==> src/rtl/mf8_io_uart_pkg.sv <==
// mf8_io_uart_pkg: shared definitions for the mf8 IO-bus UART.
// Contents: register offsets, USR bit indices, the USR layout as a packed
// struct, and the serial FSM state encoding shared by the TX and RX engines.
package mf8_io_uart_pkg;

  localparam int unsigned DATA_W = 8;
  localparam int unsigned DIV_W  = 16;

  // Register offsets within the 4-byte window
  localparam logic [1:0] OFF_UDR  = 2'd0;
  localparam logic [1:0] OFF_USR  = 2'd1;
  localparam logic [1:0] OFF_UBRL = 2'd2;
  localparam logic [1:0] OFF_UBRH = 2'd3;

  // USR bit indices
  localparam int unsigned USR_RXNE   = 0;
  localparam int unsigned USR_TXNF   = 1;
  localparam int unsigned USR_TXIDLE = 2;
  localparam int unsigned USR_RXOVF  = 3;
  localparam int unsigned USR_FERR   = 4;
  localparam int unsigned USR_TXOVF  = 5;
  localparam int unsigned USR_TXIE   = 6;

  // USR as seen on IO_RData, MSB first
  typedef struct packed {
    logic rsvd;
    logic txie;
    logic txovf;
    logic ferr;
    logic rxovf;
    logic txidle;
    logic txnf;
    logic rxne;
  } usr_t;

  typedef enum logic [1:0] {
    ST_IDLE  = 2'd0,
    ST_START = 2'd1,
    ST_DATA  = 2'd2,
    ST_STOP  = 2'd3
  } uart_state_t;

endpackage

==> src/rtl/mf8_io_uart_fifo.sv <==
// mf8_io_uart_fifo: synchronous show-ahead FIFO, depth 2**AW.
// Ports: Clk, Reset_n (async flush), push/din, pop/dout (head, valid when
// !empty), empty, full. A push into a full FIFO is accepted only when a pop
// happens on the same edge; a pop on an empty FIFO is ignored.
module mf8_io_uart_fifo #(
  parameter int unsigned W  = 8,
  parameter int unsigned AW = 2
) (
  input  logic         Clk,
  input  logic         Reset_n,
  input  logic         push,
  input  logic         pop,
  input  logic [W-1:0] din,
  output logic [W-1:0] dout,
  output logic         empty,
  output logic         full
);

  localparam int unsigned DEPTH = 1 << AW;
  localparam int unsigned PW    = AW + 1;

  logic [W-1:0]  mem [DEPTH];
  logic [PW-1:0] wr_ptr;
  logic [PW-1:0] rd_ptr;
  logic          do_pop;
  logic          do_push;

  assign empty   = (wr_ptr == rd_ptr);
  assign full    = (wr_ptr[AW] != rd_ptr[AW]) && (wr_ptr[AW-1:0] == rd_ptr[AW-1:0]);
  assign do_pop  = pop & ~empty;
  assign do_push = push & (~full | do_pop);
  assign dout    = mem[rd_ptr[AW-1:0]];

  // Pointers wrap modulo 2**(AW+1); the extra MSB separates full from empty
  always_ff @(posedge Clk or negedge Reset_n) begin
    if (!Reset_n) begin
      wr_ptr <= '0;
      rd_ptr <= '0;
    end else begin
      if (do_push) wr_ptr <= wr_ptr + PW'(1);
      if (do_pop)  rd_ptr <= rd_ptr + PW'(1);
    end
  end

  // Storage needs no reset: content is only visible through the pointers
  always_ff @(posedge Clk) begin
    if (do_push) mem[wr_ptr[AW-1:0]] <= din;
  end

endmodule

==> src/rtl/mf8_io_uart.sv <==
// mf8_io_uart: 8N1 UART on the mf8 IO bus with TX/RX FIFOs.
// Ports: Clk, Reset_n (async, active low); IO_Rd/IO_Wr/IO_Addr/IO_WData from
// the core, IO_RData back (combinational, same cycle as IO_Rd); uart_rxd
// (asynchronous serial in), uart_txd (serial out, idle high), uart_irq
// (registered RXNE | (TXIE & TXIDLE)).
// Registers at BASE_ADDR+: 0 UDR, 1 USR, 2 UBRL, 3 UBRH. Bit period DIV+1 Clk.
module mf8_io_uart
  import mf8_io_uart_pkg::*;
#(
  parameter logic [5:0]  BASE_ADDR = 6'h0C,
  parameter int unsigned FIFO_AW   = 2,
  parameter logic [15:0] DIV_RST   = 16'd433
) (
  input  logic        Clk,
  input  logic        Reset_n,
  input  logic        IO_Rd,
  input  logic        IO_Wr,
  input  logic [5:0]  IO_Addr,
  input  logic [7:0]  IO_WData,
  output logic [7:0]  IO_RData,
  input  logic        uart_rxd,
  output logic        uart_txd,
  output logic        uart_irq
);

  // Address decode
  logic       sel;
  logic [1:0] off;
  logic       wr_udr, wr_usr, wr_ubrl, wr_ubrh, rd_udr;

  assign sel     = (IO_Addr[5:2] == BASE_ADDR[5:2]);
  assign off     = IO_Addr[1:0];
  assign wr_udr  = IO_Wr & sel & (off == OFF_UDR);
  assign wr_usr  = IO_Wr & sel & (off == OFF_USR);
  assign wr_ubrl = IO_Wr & sel & (off == OFF_UBRL);
  assign wr_ubrh = IO_Wr & sel & (off == OFF_UBRH);
  assign rd_udr  = IO_Rd & sel & (off == OFF_UDR);

  logic [DIV_W-1:0]  div;
  logic              txie, rxovf, ferr, txovf;

  // FIFOs
  logic [DATA_W-1:0] tx_dout, rx_dout, rx_shift;
  logic              tx_empty, tx_full, tx_pop;
  logic              rx_empty, rx_full, rx_pop, rx_push;

  mf8_io_uart_fifo #(.W(DATA_W), .AW(FIFO_AW)) u_tx_fifo (
    .Clk(Clk), .Reset_n(Reset_n), .push(wr_udr), .pop(tx_pop),
    .din(IO_WData), .dout(tx_dout), .empty(tx_empty), .full(tx_full)
  );

  mf8_io_uart_fifo #(.W(DATA_W), .AW(FIFO_AW)) u_rx_fifo (
    .Clk(Clk), .Reset_n(Reset_n), .push(rx_push), .pop(rx_pop),
    .din(rx_shift), .dout(rx_dout), .empty(rx_empty), .full(rx_full)
  );

  // TX engine
  uart_state_t       tx_state;
  logic [DIV_W-1:0]  tx_timer;
  logic [2:0]        tx_bit;
  logic [DATA_W-1:0] tx_shift;
  logic              tx_idle;

  assign tx_pop  = ~tx_empty & ((tx_state == ST_IDLE) |
                                ((tx_state == ST_STOP) & (tx_timer == '0)));
  assign tx_idle = tx_empty & (tx_state == ST_IDLE);

  always_ff @(posedge Clk or negedge Reset_n) begin
    if (!Reset_n) begin
      tx_state <= ST_IDLE;
      tx_timer <= '0;
      tx_bit   <= '0;
      tx_shift <= '0;
      uart_txd <= 1'b1;
    end else if (tx_state == ST_IDLE) begin
      if (!tx_empty) begin
        tx_state <= ST_START;
        tx_shift <= tx_dout;
        tx_timer <= div;
        uart_txd <= 1'b0;
      end
    end else if (tx_timer != '0) begin
      tx_timer <= tx_timer - DIV_W'(1);
    end else begin
      tx_timer <= div;
      case (tx_state)
        ST_START: begin
          tx_state <= ST_DATA;
          tx_bit   <= '0;
          uart_txd <= tx_shift[0];
          tx_shift <= tx_shift >> 1;
        end
        ST_DATA: begin
          if (tx_bit == 3'd7) begin
            tx_state <= ST_STOP;
            uart_txd <= 1'b1;
          end else begin
            tx_bit   <= tx_bit + 3'd1;
            uart_txd <= tx_shift[0];
            tx_shift <= tx_shift >> 1;
          end
        end
        default: begin
          // End of stop bit: chain straight into the next frame if queued
          if (!tx_empty) begin
            tx_state <= ST_START;
            tx_shift <= tx_dout;
            uart_txd <= 1'b0;
          end else begin
            tx_state <= ST_IDLE;
          end
        end
      endcase
    end
  end

  // RX engine
  logic [1:0]        rx_sync;
  logic              rx_s;
  uart_state_t       rx_state;
  logic [DIV_W-1:0]  rx_timer;
  logic [2:0]        rx_bit;
  logic              rx_stop_smp;
  logic              ferr_set;

  assign rx_s        = rx_sync[1];
  assign rx_stop_smp = (rx_state == ST_STOP) & (rx_timer == '0);
  assign rx_push     = rx_stop_smp & rx_s;
  assign ferr_set    = rx_stop_smp & ~rx_s;
  assign rx_pop      = rd_udr & ~rx_empty;

  always_ff @(posedge Clk or negedge Reset_n) begin
    if (!Reset_n) begin
      rx_sync  <= 2'b11;
      rx_state <= ST_IDLE;
      rx_timer <= '0;
      rx_bit   <= '0;
      rx_shift <= '0;
    end else begin
      rx_sync <= {rx_sync[0], uart_rxd};
      if (rx_state == ST_IDLE) begin
        if (!rx_s) begin
          rx_state <= ST_START;
          rx_timer <= div >> 1;
        end
      end else if (rx_timer != '0) begin
        rx_timer <= rx_timer - DIV_W'(1);
      end else begin
        rx_timer <= div;
        case (rx_state)
          ST_START: begin
            // Line back high at mid start bit: treat as a glitch
            rx_state <= rx_s ? ST_IDLE : ST_DATA;
            rx_bit   <= '0;
          end
          ST_DATA: begin
            rx_shift <= {rx_s, rx_shift[DATA_W-1:1]};
            rx_bit   <= rx_bit + 3'd1;
            if (rx_bit == 3'd7) rx_state <= ST_STOP;
          end
          default: rx_state <= ST_IDLE;
        endcase
      end
    end
  end

  // Divisor, control and sticky status; a set on the same edge beats W1C
  logic rxovf_set, txovf_set;

  assign rxovf_set = rx_push & rx_full & ~rx_pop;
  assign txovf_set = wr_udr & tx_full & ~tx_pop;

  always_ff @(posedge Clk or negedge Reset_n) begin
    if (!Reset_n) begin
      div      <= DIV_RST;
      txie     <= 1'b0;
      rxovf    <= 1'b0;
      ferr     <= 1'b0;
      txovf    <= 1'b0;
      uart_irq <= 1'b0;
    end else begin
      if (wr_ubrl) div[7:0]  <= IO_WData;
      if (wr_ubrh) div[15:8] <= IO_WData;
      if (wr_usr)  txie      <= IO_WData[USR_TXIE];
      rxovf    <= rxovf_set | (rxovf & ~(wr_usr & IO_WData[USR_RXOVF]));
      ferr     <= ferr_set  | (ferr  & ~(wr_usr & IO_WData[USR_FERR]));
      txovf    <= txovf_set | (txovf & ~(wr_usr & IO_WData[USR_TXOVF]));
      uart_irq <= ~rx_empty | (txie & tx_idle);
    end
  end

  // Read mux, purely combinational on IO_Addr
  usr_t usr;

  always_comb begin
    usr        = '0;
    usr.rxne   = ~rx_empty;
    usr.txnf   = ~tx_full;
    usr.txidle = tx_idle;
    usr.rxovf  = rxovf;
    usr.ferr   = ferr;
    usr.txovf  = txovf;
    usr.txie   = txie;
  end

  always_comb begin
    IO_RData = '0;
    if (sel) begin
      case (off)
        OFF_UDR:  IO_RData = rx_empty ? '0 : rx_dout;
        OFF_USR:  IO_RData = usr;
        OFF_UBRL: IO_RData = div[7:0];
        OFF_UBRH: IO_RData = div[15:8];
        default:  IO_RData = '0;
      endcase
    end
  end

endmodule

==> config.mk <==
export PLATFORM = sky130hd
export DESIGN_NAME = mf8_io_uart
export DESIGN_NICKNAME = d
export VERILOG_FILES = /design/src/rtl/mf8_io_uart_pkg.sv /design/src/rtl/mf8_io_uart_fifo.sv /design/src/rtl/mf8_io_uart.sv
export SDC_FILE = /design/constraint.sdc
export NUM_CORES = 1
export LEC_CHECK = 0
export CORE_MARGIN = 2
export CORE_UTILIZATION = 50
export CTS_CLUSTER_DIAMETER = 30
export DETAILED_ROUTE_END_ITERATION = 12
export PLACE_DENSITY = 0.75
export SLEW_MARGIN = 20
export SYNTH_ARGS = -nofsm -noshare
export SYNTH_HDL_FRONTEND = slang
export SYNTH_SLANG_ARGS = --single-unit
==> constraint.sdc <==
create_clock -name Clk -period 3.6 [get_ports Clk]
set_input_delay 0.72 -clock Clk [delete_from_list [all_inputs] [get_ports Clk]]
set_output_delay 0.72 -clock Clk [all_outputs]
set_load 0.01 [all_outputs]
---- Word-level counts from Yosys, hierarchy flattened ----
Memory sizes are Yosys's and may differ from the RTL's.
Cells that the tools add are included.
storage, ports and cells
  memory bits (writable) .................. 64
  output and inout bits ................... 10
  word-level logic and storage cells ...... 162
  memory bits (read-only) ................. 0
  bits in registers ....................... 94
  input port bits ......................... 19
  memories kept ........................... 2
  latch bits .............................. 0
memories
  name           words  bits a word  rd ports  clocked after Yosys merged registers in  wr ports  RTL line                RTL
  u_rx_fifo.mem  4      8            1         0                                        1         mf8_io_uart_fifo.sv:22  logic [W-1:0] mem [DEPTH];
  u_tx_fifo.mem  4      8            1         0                                        1         mf8_io_uart_fifo.sv:22
operators by class
  multipliers ............................. 0
  order comparisons ....................... 0
  equality and inequality tests ........... 26
  $add $sub $neg .......................... 8
  mux-type cells .......................... 38
  shift-type cells ........................ 0
  reductions and logical operators ........ 17
  divide/modulo/power cells ............... 0
  bitwise gates (word level) .............. 50
operator list
  kind                     count
  $mux W16                 6
  $mux W8                  6
  $logic_not A16 Y1        2
  $pmux W8 S4              1
  $reduce_bool A16 Y1      2
  $sub A16 B1 Y16 const B  2
  $and A1 B1 Y1            29
  $add A3 B1 Y3 const B    6
  $mux W2                  9
  $pmux W8 S2              1
  $not A1 Y1               14
  $eq A2 B2 Y1 const B     6
  $pmux W3 S2              2
  $reduce_and A3 Y1        4
  $ne A2 B2 Y1 const B     5
  $mux W1                  9
  $ne A3 B3 Y1 const B     3
  $pmux W2 S2              2
  $or A1 B1 Y1             7
  $eq A2 B1 Y1 const B     3
  $eq A3 B3 Y1             2
  $eq A3 B3 Y1 const B     2
  $logic_not A2 Y1         3
  $eq A2 B2 Y1             2
  8 further kinds          11

---- Logic depth before layout (Yosys ltp) ----
  word-level depth ........................ 9
  depth in mapped cells ................... 9
  mapped depth without buffers ............ 7

---- Modules after synthesis ----
A second synthesis with hierarchy kept.
second synthesis, totals
  cell total of the unflattened synthesis .. 701
  area, all modules ....................... 8,197.9 µm²
modules (own cells, without submodules)
  module                        area an instance (µm²)  seq. area each (µm²)  instances  cells each
  mf8_io_uart                   4,973.5                 2,062.0               1          528
  mf8_io_uart_fifo (u_tx_fifo)  1,621.6                 1,111.1               1          88
  mf8_io_uart_fifo (u_rx_fifo)  1,602.8                 1,111.1               1          85

---- Worst setup path after synthesis ----
OpenSTA, ideal clock, no wires.
  path type ............................... input -> output
  start ................................... input port IO_Addr[0]
  end ..................................... output port IO_RData[7]
  required time ........................... 2,880 ps
  path buffers ............................ 2
  arrival ................................. 1,966 ps
  slack ................................... 914 ps
  stages .................................. 5
  cell sequence ........................... clkbuf_1 -> clkbuf_1 -> mux2_2 -> a32oi_1 -> nor2_1
on the way
  longest elaborated chain between the ends .. 3
  elaborated cells between the ends (all ways) .. 6
  classes of those cells .................. eq/ne: 3; mux: 2; reduce/logical: 1
ends and longest elaborated chain
  what                                  RTL line            RTL
  start: declaration                    mf8_io_uart.sv:18   input logic [5:0] IO_Addr,
  $eq A2 B2 Y1 (tied with other cells)  mf8_io_uart.sv:209  case (off)
  $pmux W8 S4 *                         mf8_io_uart.sv:209
  $mux W8 *                             mf8_io_uart.sv:208  if (sel) begin
  end: declaration                      mf8_io_uart.sv:20   output logic [7:0] IO_RData,
Every way passes the cells marked *; elsewhere a longest branch is shown, timed or not.

---- Worst setup path in the final report ----
  start ................................... register u_rx_fifo.rd_ptr[0]
  end ..................................... output port IO_RData[2]
on the way
  longest elaborated chain between the ends .. 4
  elaborated cells between the ends (all ways) .. 5
  classes of those cells .................. eq/ne: 1; mux: 3; memory: 1
ends and longest elaborated chain
  what                                                  RTL line                RTL
  start: declaration                                    mf8_io_uart_fifo.sv:24  logic [PW-1:0] rd_ptr;
  start signal: assignment                              mf8_io_uart_fifo.sv:41  if (do_pop) rd_ptr <= rd_ptr + PW'(1);
  $mem_v2 Z4 W8 / $eq A3 B3 Y1 (equally long branches)  n/a
  $mux W8 *                                             mf8_io_uart.sv:210      OFF_UDR: IO_RData = rx_empty ? '0 : rx_dout;
  $pmux W8 S4 *                                         mf8_io_uart.sv:209
  $mux W8 *                                             mf8_io_uart.sv:208
Marked as above.

==> flow_summary.ini <==
[sta]
hold_viol = 0
hold_ws_ns = 0.359
finalSetupTns_ns = 0
relSlewSlack = 0.324
fin_worst_skew_ns = 0.0117
slew_viol_final = 0
tightestPinTransition_ns = 1.00
setup_viol = 0
grt_setup_unrepaired = no
fmax_ghz = 0.292
period_minus_slack_ns = 3.43
finalCritPeriodShare = 0.953

[worst_setup_path]
cp-start-kind = register
ff2ff_path_depth = 6
crit_arrival_ns = 2.71
critPathKind = reg2out
r2r-end = u_tx_fifo.mem[0][2]
worstPathMaxFanout = 10
r2r_slack_ns = 0.84
r2r-start = tx_timer[5]
cp_data_required_time_ns = 2.88
endpoint_kind = output pin

[route]
drt_wl_total_mm = 18.1
drt_iter0_drc = 558
ant_nets = 0
vias = 5418
remaining_drc_errors = 0
drt_first_pass_iters = 5
via_per_inst = 5.92
wl_per_cell_um = 19.8

[clock_network]
cts_resized = 0
path_clk_slew_ns = 0.07
clkLatencyLatePin_ns = 0.43
cts_tree = built
cts-root-buf = clkbuf_16
postCtsSetupBuffers = 0
clock_sinks = 158
numCtsBuffers = 17
cts_hold_buf = 0
cts_buffer_depth = 2
htreeDepth = 4

[die]
core_mm2 = 0.0157
rows = 46
start_util = 0.506
die_x_um = 130
dieArea_mm2 = 0.0169
die_y_um = 130
ios = 29

[global_route]
grt_max_degree = 63
grt_pass1_vias = 5332
antenna_found_initial = 0
overflow = 0
grt_pass1_wl_mm = 29.1
grt_use_total = 0.229

[logic_synthesis]
postSynthAreaPerCell_um2 = 12.2
synth_top_area_share = 0.271
synth_edf_count = 64
synth_most_common_cell = dfrtp_1
syn-instance-count = 650
synth-seq-cells = 158
synth_common_cells = dfrtp_1, edfxtp_1, nand2_1, mux2_2, mux2i_1
ys.warnings.count = 0
synth_flop_cell = dfrtp_1
yosysUniqueCellTypes = 62
syn_nets = 695
synthArstFlopShare = 0.595
synth_top_area_cell = dfrtp_1
synth_area_leaders = dfrtp_1, edfxtp_1, mux2_2
ys_seq_area_frac = 0.539
mappedNetlistArea_mm2 = 0.00795

[layout]
multi_input_area_mm2 = 0.00345
fin_cells = 915
layout-area-overhead-vs-synth_pct = 14.9
n_antenna_cell = 0
fin_area_mm2 = 0.00913
layout.nets = 731
layout-drive-gt1-share = 0.177
n_fill_cell = 1227
regArea_mm2 = 0.00428

[power_and_ir_drop]
intPower_uw = 4050
power_density_mw_per_mm2 = 687
peakVddDrop_uv = 493
p_sw_uw = 2220
seqPwrFrac = 0.408
power_frac_comb = 0.306
switching_share = 0.353
clkPwrFrac = 0.286
p_leak_uw = 0.00370

[placement]
place_area_mm2 = 0.00853
place_congestion = 0.870
dp_cells = 882
post-dp-hpwl_mm = 12.3
portBuffers = 28

[flow_run]
drv_cap = 0

[worst_hold_path]
holdPathEnd = rx_sync[1]
hold_depth = 0
min-delay-start = rx_sync[0]
hp-class = reg2reg

[run_status]
outcome = completed
worst max path at each step:
stage / cells past startpoint / start / slack (ns) / endpoint
floorplan: 5 / IO_Addr[0] / 0.91 / IO_RData[7]
global placement: 5 / IO_Addr[0] / 0.27 / IO_RData[1]
detailed placement: 5 / IO_Addr[0] / 0.26 / IO_RData[4]
CTS: 5 / u_rx_fifo.rd_ptr[0] / 0.15 / IO_RData[4]
global route: 5 / u_rx_fifo.rd_ptr[0] / 0.03 / IO_RData[4]
finish: 5 / u_rx_fifo.rd_ptr[0] / 0.17 / IO_RData[2]
final cells by class:
class	instances	area share
clock buffer	17	0.0466
clock inverter	15	0.0186
inverter	25	0.0103
multi-input combinational	436	0.378
sequential	158	0.469
tap	216	0.0296
timing repair buffer	48	0.0480
state kept, by name (all words and copies together) (netlist names), 8 cells and up:
name,flops
u_rx_fifo.mem,32
tx_shift,8
tx_timer,16
rx_timer,16
rx_shift,8
div,16
u_tx_fifo.mem,32
cell usage in the layout, fill, tap and decap left out, types with 6 or more instances in the layout:
cell type,synthesis,final
a221o_1,6,6
mux2_2,37,37
o21ai_0,36,36
or4_1,6,6
nand2_1,55,55
nor2_1,28,28
clkdlybuf4s50_1,0,27
buf_4,0,19
xnor2_1,14,14
nand3b_1,7,7
nor4_1,7,7
mux2i_1,37,37
nor3_1,10,10
inv_6,0,7
o31ai_1,8,8
inv_1,25,25
edfxtp_1,64,64
xor2_1,14,14
mux4_2,16,16
dfrtp_1,86,86
and2_1,10,10
a21oi_1,25,25
dfstp_2,8,8
clkbuf_16,0,17
ha_1,26,26
nand3_1,17,17
per-stage QoR:
stage / power, uW / worst slack (ns) / util
after floorplan: 3920 / 0.914 / -
after global placement: 4350 / 0.275 / 0.543
after detailed placement: 4480 / 0.261 / 0.543
after CTS: 6290 / 0.153 / 0.581
after global routing: 6640 / 0.0250 / 0.581
final: 6270 / 0.171 / 0.581
power groups by stage:
stage	sequential, uW	combinational, uW	clock, uW
final	2560	1920	1790
after detailed placement	2570	1900	0
after global placement	2550	1800	0
after CTS	2550	1920	1820
after global routing	2600	2150	1900
after floorplan	2450	1470	0
critical path: stages (launching register included):
cell             delay (ns)
dfrtp_1                0.57
xor2_1                 0.23
or3_1                  0.34
nand3b_1               0.13
a221oi_1               0.39
clkdlybuf4s50_1        0.62
per-layer routing:
layer / GRT usage / vias to the layer above / part of all wire
met5: 0 / - / 0
met4: 0.0702 / 0 / 0.021
met3: 0.0582 / 36 / 0.061
met2: 0.372 / 192 / 0.50
met1: 0.306 / 2694 / 0.42
li1: - / 2496 / -
cell families after synthesis:
logic type | after synthesis | share of synthesized area
AOI/OAI and AO/OA | 109 | 0.0883
xor gates and xnor gates | 28 | 0.0309
adders and majority gates | 26 | 0.0409
buffers and inverters | 56 | 0.0272
DFF | 158 | 0.539
muxes | 90 | 0.144
and+or+nand+nor | 183 | 0.129
Power figures use the tool's default switching activity.
